<file path="src/rtl/fpu_pkg.sv">
// fpu_pkg: shared definitions for the FPU operand front-end.
//   fp_class_e    : bit index of each class inside the one-hot class vector
//   CLS_W         : width of the one-hot class vector
//   op_width()    : packed operand width {sign,exp,man}
//   fp_unpacked_t : unpacked operand at the package default widths
package fpu_pkg;

  typedef enum logic [2:0] {
    CLS_ZERO = 3'd0,
    CLS_SUB  = 3'd1,
    CLS_NORM = 3'd2,
    CLS_INF  = 3'd3,
    CLS_QNAN = 3'd4,
    CLS_SNAN = 3'd5
  } fp_class_e;

  localparam int CLS_W     = 6;
  localparam int EXP_W_DEF = 8;
  localparam int MAN_W_DEF = 23;
  localparam int OP_W_DEF  = 1 + EXP_W_DEF + MAN_W_DEF;

  // Class vector value held while the output is idle after reset.
  localparam logic [CLS_W-1:0] CLS_RST = 6'b000001;

  function automatic int op_width(input int exp_w, input int man_w);
    return 1 + exp_w + man_w;
  endfunction

  typedef struct packed {
    logic                 sign;
    logic [EXP_W_DEF-1:0] exp;
    logic [MAN_W_DEF:0]   sig;
    logic [CLS_W-1:0]     cls;
  } fp_unpacked_t;

endpackage

</file>
<file path="src/rtl/fp_classify.sv">
// fp_classify: combinational classify / fix-up of one IEEE-754 operand.
//   op      : packed operand {sign,exp,man}
//   daz     : treat subnormals as signed zero
//   sign    : operand sign
//   exp_eff : effective exponent (subnormal -> 1, zero -> 0)
//   sig     : {hidden,man}
//   cls     : one-hot {snan,qnan,inf,norm,sub,zero}
module fp_classify
  import fpu_pkg::*;
#(
  parameter int EXP_W = 8,
  parameter int MAN_W = 23
) (
  input  logic [EXP_W+MAN_W:0] op,
  input  logic                 daz,
  output logic                 sign,
  output logic [EXP_W-1:0]     exp_eff,
  output logic [MAN_W:0]       sig,
  output logic [CLS_W-1:0]     cls
);

  logic [EXP_W-1:0] e;
  logic [MAN_W-1:0] m;
  logic             exp_zero, exp_ones, man_zero;

  assign sign     = op[EXP_W+MAN_W];
  assign e        = op[MAN_W +: EXP_W];
  assign m        = op[MAN_W-1:0];
  assign exp_zero = (e == '0);
  assign exp_ones = &e;
  assign man_zero = (m == '0);

  always_comb begin
    cls     = '0;
    exp_eff = e;
    sig     = {1'b1, m};
    if (exp_zero) begin
      // DAZ flushes the subnormal mantissa but keeps the sign.
      if (man_zero || daz) begin
        cls[CLS_ZERO] = 1'b1;
        exp_eff       = '0;
        sig           = '0;
      end else begin
        cls[CLS_SUB]  = 1'b1;
        exp_eff       = EXP_W'(1);
        sig           = {1'b0, m};
      end
    end else if (!exp_ones) begin
      cls[CLS_NORM] = 1'b1;
    end else if (man_zero) begin
      cls[CLS_INF]  = 1'b1;
    end else if (m[MAN_W-1]) begin
      cls[CLS_QNAN] = 1'b1;
    end else begin
      cls[CLS_SNAN] = 1'b1;
    end
  end

endmodule

</file>
<file path="src/rtl/fp_operand_unpack.sv">
// fp_operand_unpack: registered operand front-end with a one-entry skid.
//   clk, rst_n        : clock, async active-low reset
//   daz               : denormals-are-zero (only when FPU_DAZ_EN is defined)
//   in_valid/in_ready : input handshake; in_ready is registered (!skid full)
//   in_ops, in_tag    : NUM_OPS packed operands, opaque sideband
//   out_valid/ready   : output handshake
//   out_sign/exp/sig/class : per-operand unpacked fields
//   out_any_nan/snan  : NaN / signalling-NaN summary over operands
//   out_tag           : sideband
// Optional feature macro: FPU_DAZ_EN adds the daz input.
module fp_operand_unpack
  import fpu_pkg::*;
#(
  parameter int EXP_W   = 8,
  parameter int MAN_W   = 23,
  parameter int NUM_OPS = 2,
  parameter int TAG_W   = 4
) (
  input  logic                           clk,
  input  logic                           rst_n,
`ifdef FPU_DAZ_EN
  input  logic                           daz,
`endif
  input  logic                           in_valid,
  output logic                           in_ready,
  input  logic [NUM_OPS*(1+EXP_W+MAN_W)-1:0] in_ops,
  input  logic [TAG_W-1:0]               in_tag,
  output logic                           out_valid,
  input  logic                           out_ready,
  output logic [NUM_OPS-1:0]             out_sign,
  output logic [NUM_OPS*EXP_W-1:0]       out_exp,
  output logic [NUM_OPS*(MAN_W+1)-1:0]   out_sig,
  output logic [NUM_OPS*CLS_W-1:0]       out_class,
  output logic                           out_any_nan,
  output logic                           out_any_snan,
  output logic [TAG_W-1:0]               out_tag
);

  localparam int OP_W = op_width(EXP_W, MAN_W);

  logic daz_i;
`ifdef FPU_DAZ_EN
  assign daz_i = daz;
`else
  assign daz_i = 1'b0;
`endif

  // c_* : classified input, m_* : main (output) register, s_* : skid register
  logic [NUM_OPS-1:0]            c_sign, m_sign, s_sign;
  logic [NUM_OPS-1:0][EXP_W-1:0] c_exp, m_exp, s_exp;
  logic [NUM_OPS-1:0][MAN_W:0]   c_sig, m_sig, s_sig;
  logic [NUM_OPS-1:0][CLS_W-1:0] c_cls, m_cls, s_cls;
  logic [TAG_W-1:0]              m_tag, s_tag;
  logic                          m_valid, s_valid;

  for (genvar i = 0; i < NUM_OPS; i++) begin : g_op
    fp_classify #(.EXP_W(EXP_W), .MAN_W(MAN_W)) u_cls (
      .op     (in_ops[i*OP_W +: OP_W]),
      .daz    (daz_i),
      .sign   (c_sign[i]),
      .exp_eff(c_exp[i]),
      .sig    (c_sig[i]),
      .cls    (c_cls[i])
    );
  end

  logic accept, drain, load_main;
  assign accept    = in_valid & ~s_valid;
  assign drain     = m_valid & out_ready;
  assign load_main = drain | ~m_valid;

  // in_ready is low whenever skid is full, so a skid->main move never
  // coincides with an accept.
  always_ff @(posedge clk or negedge rst_n) begin
    if (!rst_n) begin
      m_valid <= 1'b0;
      s_valid <= 1'b0;
      m_sign  <= '0;
      m_exp   <= '0;
      m_sig   <= '0;
      m_cls   <= {NUM_OPS{CLS_RST}};
      m_tag   <= '0;
      s_sign  <= '0;
      s_exp   <= '0;
      s_sig   <= '0;
      s_cls   <= {NUM_OPS{CLS_RST}};
      s_tag   <= '0;
    end else if (load_main) begin
      if (s_valid) begin
        m_valid <= 1'b1;
        s_valid <= 1'b0;
        m_sign  <= s_sign;
        m_exp   <= s_exp;
        m_sig   <= s_sig;
        m_cls   <= s_cls;
        m_tag   <= s_tag;
      end else begin
        m_valid <= accept;
        if (accept) begin
          m_sign <= c_sign;
          m_exp  <= c_exp;
          m_sig  <= c_sig;
          m_cls  <= c_cls;
          m_tag  <= in_tag;
        end
      end
    end else if (accept) begin
      // main is stalled: park the new transaction
      s_valid <= 1'b1;
      s_sign  <= c_sign;
      s_exp   <= c_exp;
      s_sig   <= c_sig;
      s_cls   <= c_cls;
      s_tag   <= in_tag;
    end
  end

  assign in_ready  = ~s_valid;
  assign out_valid = m_valid;
  assign out_sign  = m_sign;
  assign out_exp   = m_exp;
  assign out_sig   = m_sig;
  assign out_class = m_cls;
  assign out_tag   = m_tag;

  always_comb begin
    out_any_nan  = 1'b0;
    out_any_snan = 1'b0;
    for (int i = 0; i < NUM_OPS; i++) begin
      out_any_nan  = out_any_nan | m_cls[i][CLS_QNAN] | m_cls[i][CLS_SNAN];
      out_any_snan = out_any_snan | m_cls[i][CLS_SNAN];
    end
  end

endmodule

</file>
<file path="config.mk">
export PLATFORM = sky130hd
export DESIGN_NAME = fp_operand_unpack
export DESIGN_NICKNAME = d
export VERILOG_FILES = /design/src/rtl/fpu_pkg.sv /design/src/rtl/fp_classify.sv /design/src/rtl/fp_operand_unpack.sv
export SDC_FILE = /design/constraint.sdc
export NUM_CORES = 1
export LEC_CHECK = 0
export ABC_CLOCK_PERIOD_IN_PS = 1840
export CAP_MARGIN = 20
export CORE_MARGIN = 3
export CORE_UTILIZATION = 30
export DETAILED_ROUTE_END_ITERATION = 12
export SETUP_SLACK_MARGIN = 0.1
export SLEW_MARGIN = 0
export SYNTH_ARGS = -nofsm -noshare
export SYNTH_HDL_FRONTEND = slang
export SYNTH_SLANG_ARGS = --single-unit
export TNS_END_PERCENT = 10
</file>
<file path="constraint.sdc">
create_clock -name clk -period 1.84 [get_ports clk]
set_clock_uncertainty 0.15 [all_clocks]
set_input_delay 0.368 -clock clk [delete_from_list [all_inputs] [get_ports clk]]
set_output_delay 0.368 -clock clk [all_outputs]
set_load 0.03 [all_outputs]
</file>
# [Yosys cells after proc, flatten, opt, wreduce, memory -nomap -nowiden]
# Cells that the tools add are included.
[totals] reg_bits=166 latch_bits=0 ram_bits=0 rom_bits=0 input_bits=72 word_cells=77 n_memories=0
[op_classes] addsub=0 multipliers=0 div_mod_pow=0 magnitude_cmp=0 eq_ne=0 shift=0 mux=39 bitwise_logic=10 reduce_logical=10
[ops] op="$mux W48" n=2
[ops] op="$mux W24" n=2
[ops] op="$logic_not A23 Y1" n=2
[ops] op="$mux W23" n=2
[ops] op="$mux W16" n=2
[ops] op="$mux W12" n=2
[ops] op="$logic_not A8 Y1" n=2
[ops] op="$mux W4" n=4
[ops] op="$mux W8" n=2
[ops] op="$reduce_and A8 Y1" n=2
[ops] op="$mux W1" n=15
[ops] op="$mux W2" n=6
[ops] op="$mux W3" n=2
[ops] op="$or A1 B1 Y1" n=5
[ops] op="$reduce_and A2 Y1" n=2
[ops] op="$reduce_bool A2 Y1" n=2
[ops] op="$not A1 Y1" n=3
[ops] op="$and A1 B1 Y1" n=2

# [Depth between registers and ports, before layout]
[depth] ltp_word=6 ltp_mapped=7 depth_no_buf=4

# [By module]
# From an unflattened synthesis, not the netlist that was laid out.
[unflattened] hier_cells=569 area_unflattened_um2=9056.2
[modules_own_cells] module="fp_operand_unpack" instances=1 cells_each=449 area_per_inst_um2=8145.3 seq_area_each_um2=4159.0
[modules_own_cells] module="fp_classify" instances=2 cells_each=60 area_per_inst_um2=455.4 seq_area_each_um2=0.0

# [Worst setup path before layout]
# OpenSTA, ideal clock, no wires.
[synth_timing] kind="register to output" start="reg m_cls (netlist bit out_class[5])" end="out out_any_nan" arrival_time_ns=1.376 required_ns=1.322 setup_slack_ns=-0.054 stages_incl_launch_ff=3 path_cell_list="dfrtp_1 or2_2 or3_1"
[synth_via] elab_chain_cells=3
[synth_rtl] item="from (decl)" line_no="fp_operand_unpack.sv:52" text="logic [NUM_OPS-1:0][CLS_W-1:0] c_cls, m_cls, s_cls;"
[synth_rtl] item="from (signal assigned)" line_no="fp_operand_unpack.sv:81" text="m_cls <= {NUM_OPS{CLS_RST}};"
[synth_rtl] item="from (signal assigned)" line_no="fp_operand_unpack.sv:95" text="m_cls <= s_cls;"
[synth_rtl] item="from (signal assigned)" line_no="fp_operand_unpack.sv:103" text="m_cls <= c_cls;"
[synth_rtl] item="$or A1 B1 Y1 (3 in series)" line_no="fp_operand_unpack.sv:130" text="out_any_nan = out_any_nan | m_cls[i][CLS_QNAN] | m_cls[i][CLS_SNAN];"
[synth_rtl] item="to (decl)" line_no="fp_operand_unpack.sv:34" text="output logic out_any_nan,"
# No other way between the ends.

# [Worst setup path in the final report]
# Ends and elaborated chain as after synthesis.

==> results.md <==
- Fmax: 482 MHz
- Share of flip-flops with an asynchronous set or reset: 100%
- Final core utilization: a little under half
- Clk slew on worst S/H paths: about 0.060 ns
- Std-Cell Core Area: around 0.024 sq mm
- Number of port buffers: ~160
- Final setup margin: -0.235 ns
- Switching Fraction: a little under a third
- Synth Area per Inst: between 9 and 10 sq um
- Remaining Overflow, GRT: 0
- CTS tree: yes
- Die Width: 161 um
- Sequential share of power: about two fifths
- Part of the power in the clock network: between 30% and 40%
- Final Power: roughly 0.011 W
- CTS max path bufs: 2
- Syn Nets: 820
- CP Cell Sequence: or2_4, or3_4, buf_6
- Switching pwr: around 0.0035 W
- N_diodes: 0
- Critical Path AT: roughly 1.6 ns
- Initial Util: between 30% and 40%
- Leakage power: between 5 and 6 nW
- Ports: about 160
- Period utilisation layout: 113%
- Vias in the first global route: just under 6000
- Final hold vios: 0
- Synthesized area: slightly above 0.007 sq mm
- WP data required: 1.32 ns
- Worst slew pin tran: 0.385 ns
- Initial antenna violation count: 0
- Min cycle time layout: a little over 2 ns
- Max-cap viol count: 0
- Logic gate share of total power: between 20% and 30%
- Global-route wire length before repair: 32400 um
- Placed Area: a little under 0.01 sq mm
- Final setup vio count: 2
- Gp weighted congestion: roughly 0.76
- Die area: around 0.026 sq mm
- Failing checks: negative setup slack
- VDD IR max: approximately 0.59 mV
- Via Count: roughly 6000
- Routed wire length: 20300 um
- Worst-Skew Late Latency: about 0.42 ns
- Area growth syn-to-layout: 48.6%
- Crit path max fanout: 2
- Max Slew Vio Count: 0
- Crit end category: primary output
- Most common cell after layout, fill and taps aside: nand2_1
- Int Power: between 0.007 and 0.008 W
- Slew Limit Headroom: between 70% and 80%
- HPWL Detailed: approximately 14000 um
- Synth Register Bits: between 150 and 200
- CP max stage delay: around 0.40 ns
- Ys Warns: 0
- Setup CP Type: reg2out
- Antenna Nets Post-Route: 0
- Final non-filler cell total: between 1000 and 1500
- Die Y: ~160 um
- CP top delay family: simple AND/OR/NAND/NOR gates
- Top FF cell, synth: dfrtp_1
- RSZ-0062 raised after global routing: yes
- Status: finished, violations left
- Largest net degree at the start of global routing: 40
- Critical path launch point type: register
- DR pass1 iterations: 4
- Via/cell ratio: around 4.5
- DRC errors left: 0
- Share of post-route cells with drive strength above 1: between 20% and 30%
- Post-Synthesis Cells: approximately 750
- Buf/Inv on CP: 1
- Total GRT Usage: around 16%
- Starting DRT DRC Count: ~230
- Final nets: roughly 1100
- Slowest stage cell, crit path: dfrtp_1
- TNS Setup: -0.256 ns
- Finished Cell Area: 0.0107 sq mm
- Pwr dens: just over 1000 mW/mm^2
- Count of different cell masters after synthesis: 37
- Site row count: 56
- Post-synthesis sequential area ratio: roughly 58%
- Num CTS Buffers: 17
- Drt wl/cell: approximately 15 um
- H-tree Lvls: 4
- CTS Root Cell: clkbuf_16
- # clock sinks: between 150 and 200
- Inst Count DP: 1279
- Worst hold path type: in2reg
- Number of synthesized flops with an enable pin: 0
- Most frequent cells in the layout: 294 x nand2_1, 161 x dfrtp_1, 100 x buf_4, 72 x o21ai_0, 68 x mux2i_1
-- path summary, 6_finish.rpt --
kind                                    from           end  slack (ns)  cells past startpoint
worst max-delay path            out_class[5]   out_any_nan       -0.23                      3
worst min-delay path               in_ops[3]      s_sig[3]        0.09                      3
worst max register to register       s_valid  out_class[7]        0.17                      6
worst min register to register      s_cls[0]      s_cls[0]        0.32                      2
max in group asynchronous              rst_n      s_sig[0]        0.76                      3
min in group asynchronous              rst_n   out_sig[17]        0.23                      2
-- cells by family (layout without fill, tap and decap cells) --
logic type / count (synthesis) / in the layout / synth area share, %
buffers and inverters: 45 / 304 / 3.16
AO/OA/AOI/OAI: 108 / 108 / 8.62
multiplexers: 70 / 70 / 9.75
flip-flops: 166 / 166 / 57.7
AND/OR/NAND/NOR: 359 / 360 / 20.8
-- timing repair --
item                       4_1_cts  5_1_grt
pin swaps                        6       18
setup endpoints to repair       99      108
gates cloned                     0        2
setup buffers                    1       12
resized for setup              124       88
hold buffers                     1        0
hold endpoints to repair       138        0
-- flip-flops by register name, summed over array words and instances (netlist names) --
register and flops:
out_valid 1, out_class 12, out_tag 4, out_sign 2, s_cls 12, s_valid 1
s_exp 16, out_sig 48, s_sign 2, s_tag 4, out_exp 16, s_sig 48
-- per-stage QoR --
stage	setup slack (ns)	hold WS [ns]
detailed placement	-0.557	0.114
CTS	-0.255	0.180
global placement	-0.513	0.113
finish	-0.235	0.0942
global route	-0.273	0.0840
floorplan	0.111	-0.0776
-- layout make-up --
cell class | count | area, sq um
fillers | 2300 | 12800
multi-input cells | 538 | 2950
flip-flops and latches | 166 | 4160
clock buffers | 19 | 433
clock inverters | 13 | 173
well taps | 319 | 399
repair buffers | 271 | 2600
inverters | 1 | 6.26
-- worst register-to-register path: stages, from the launching register on --
cell and delay, ns:
dfrtp_4 0.51, or2_1 0.32, nand2_4 0.13, buf_4 0.16
clkbuf_16 0.18, nand2_1 0.06, o211ai_1 0.08
-- power groups by stage --
| stage | sequential, W | combinational (W) | clock [W] |
|---|---|---|---|
| floorplan | 0.00526 | 0.000865 | 0 |
| global placement | 0.00468 | 0.00283 | 0 |
| detailed placement | 0.00470 | 0.00285 | 0 |
| CTS | 0.00462 | 0.00267 | 0.00384 |
| global route | 0.00471 | 0.00296 | 0.00396 |
| finish | 0.00462 | 0.00270 | 0.00373 |
-- synthesized netlist by cell type, types with 4 or more instances --
library cell | number | share of area, %
a21boi_0 | 6 | 0.62
a21oi_1 | 4 | 0.28
buf_2 | 14 | 0.97
buf_4 | 9 | 0.94
clkbuf_1 | 18 | 0.94
dfrtp_1 | 162 | 56
dfstp_2 | 4 | 1.5
mux2i_1 | 68 | 9.4
nand2_1 | 294 | 15
nand3_1 | 14 | 0.97
nand4_1 | 6 | 0.52
nor2_1 | 9 | 0.47
nor3_1 | 4 | 0.28
nor4_1 | 12 | 1.0
o211ai_1 | 4 | 0.42
o21a_1 | 4 | 0.42
o21ai_0 | 74 | 5.1
o31ai_1 | 6 | 0.62
o41ai_1 | 4 | 0.49
or2_2 | 6 | 0.52
or4_4 | 4 | 0.62
-- layer usage --
layer  GRT usage (%)  vias up  part of all wire [%]
met5               0        -                     0
met4            3.25        0                  0.85
met3            3.98       10                   4.2
met2            25.3      111                    48
met1            21.4     2877                    47
li1                -     3004                     -
Power figures use the tool's default switching activity.
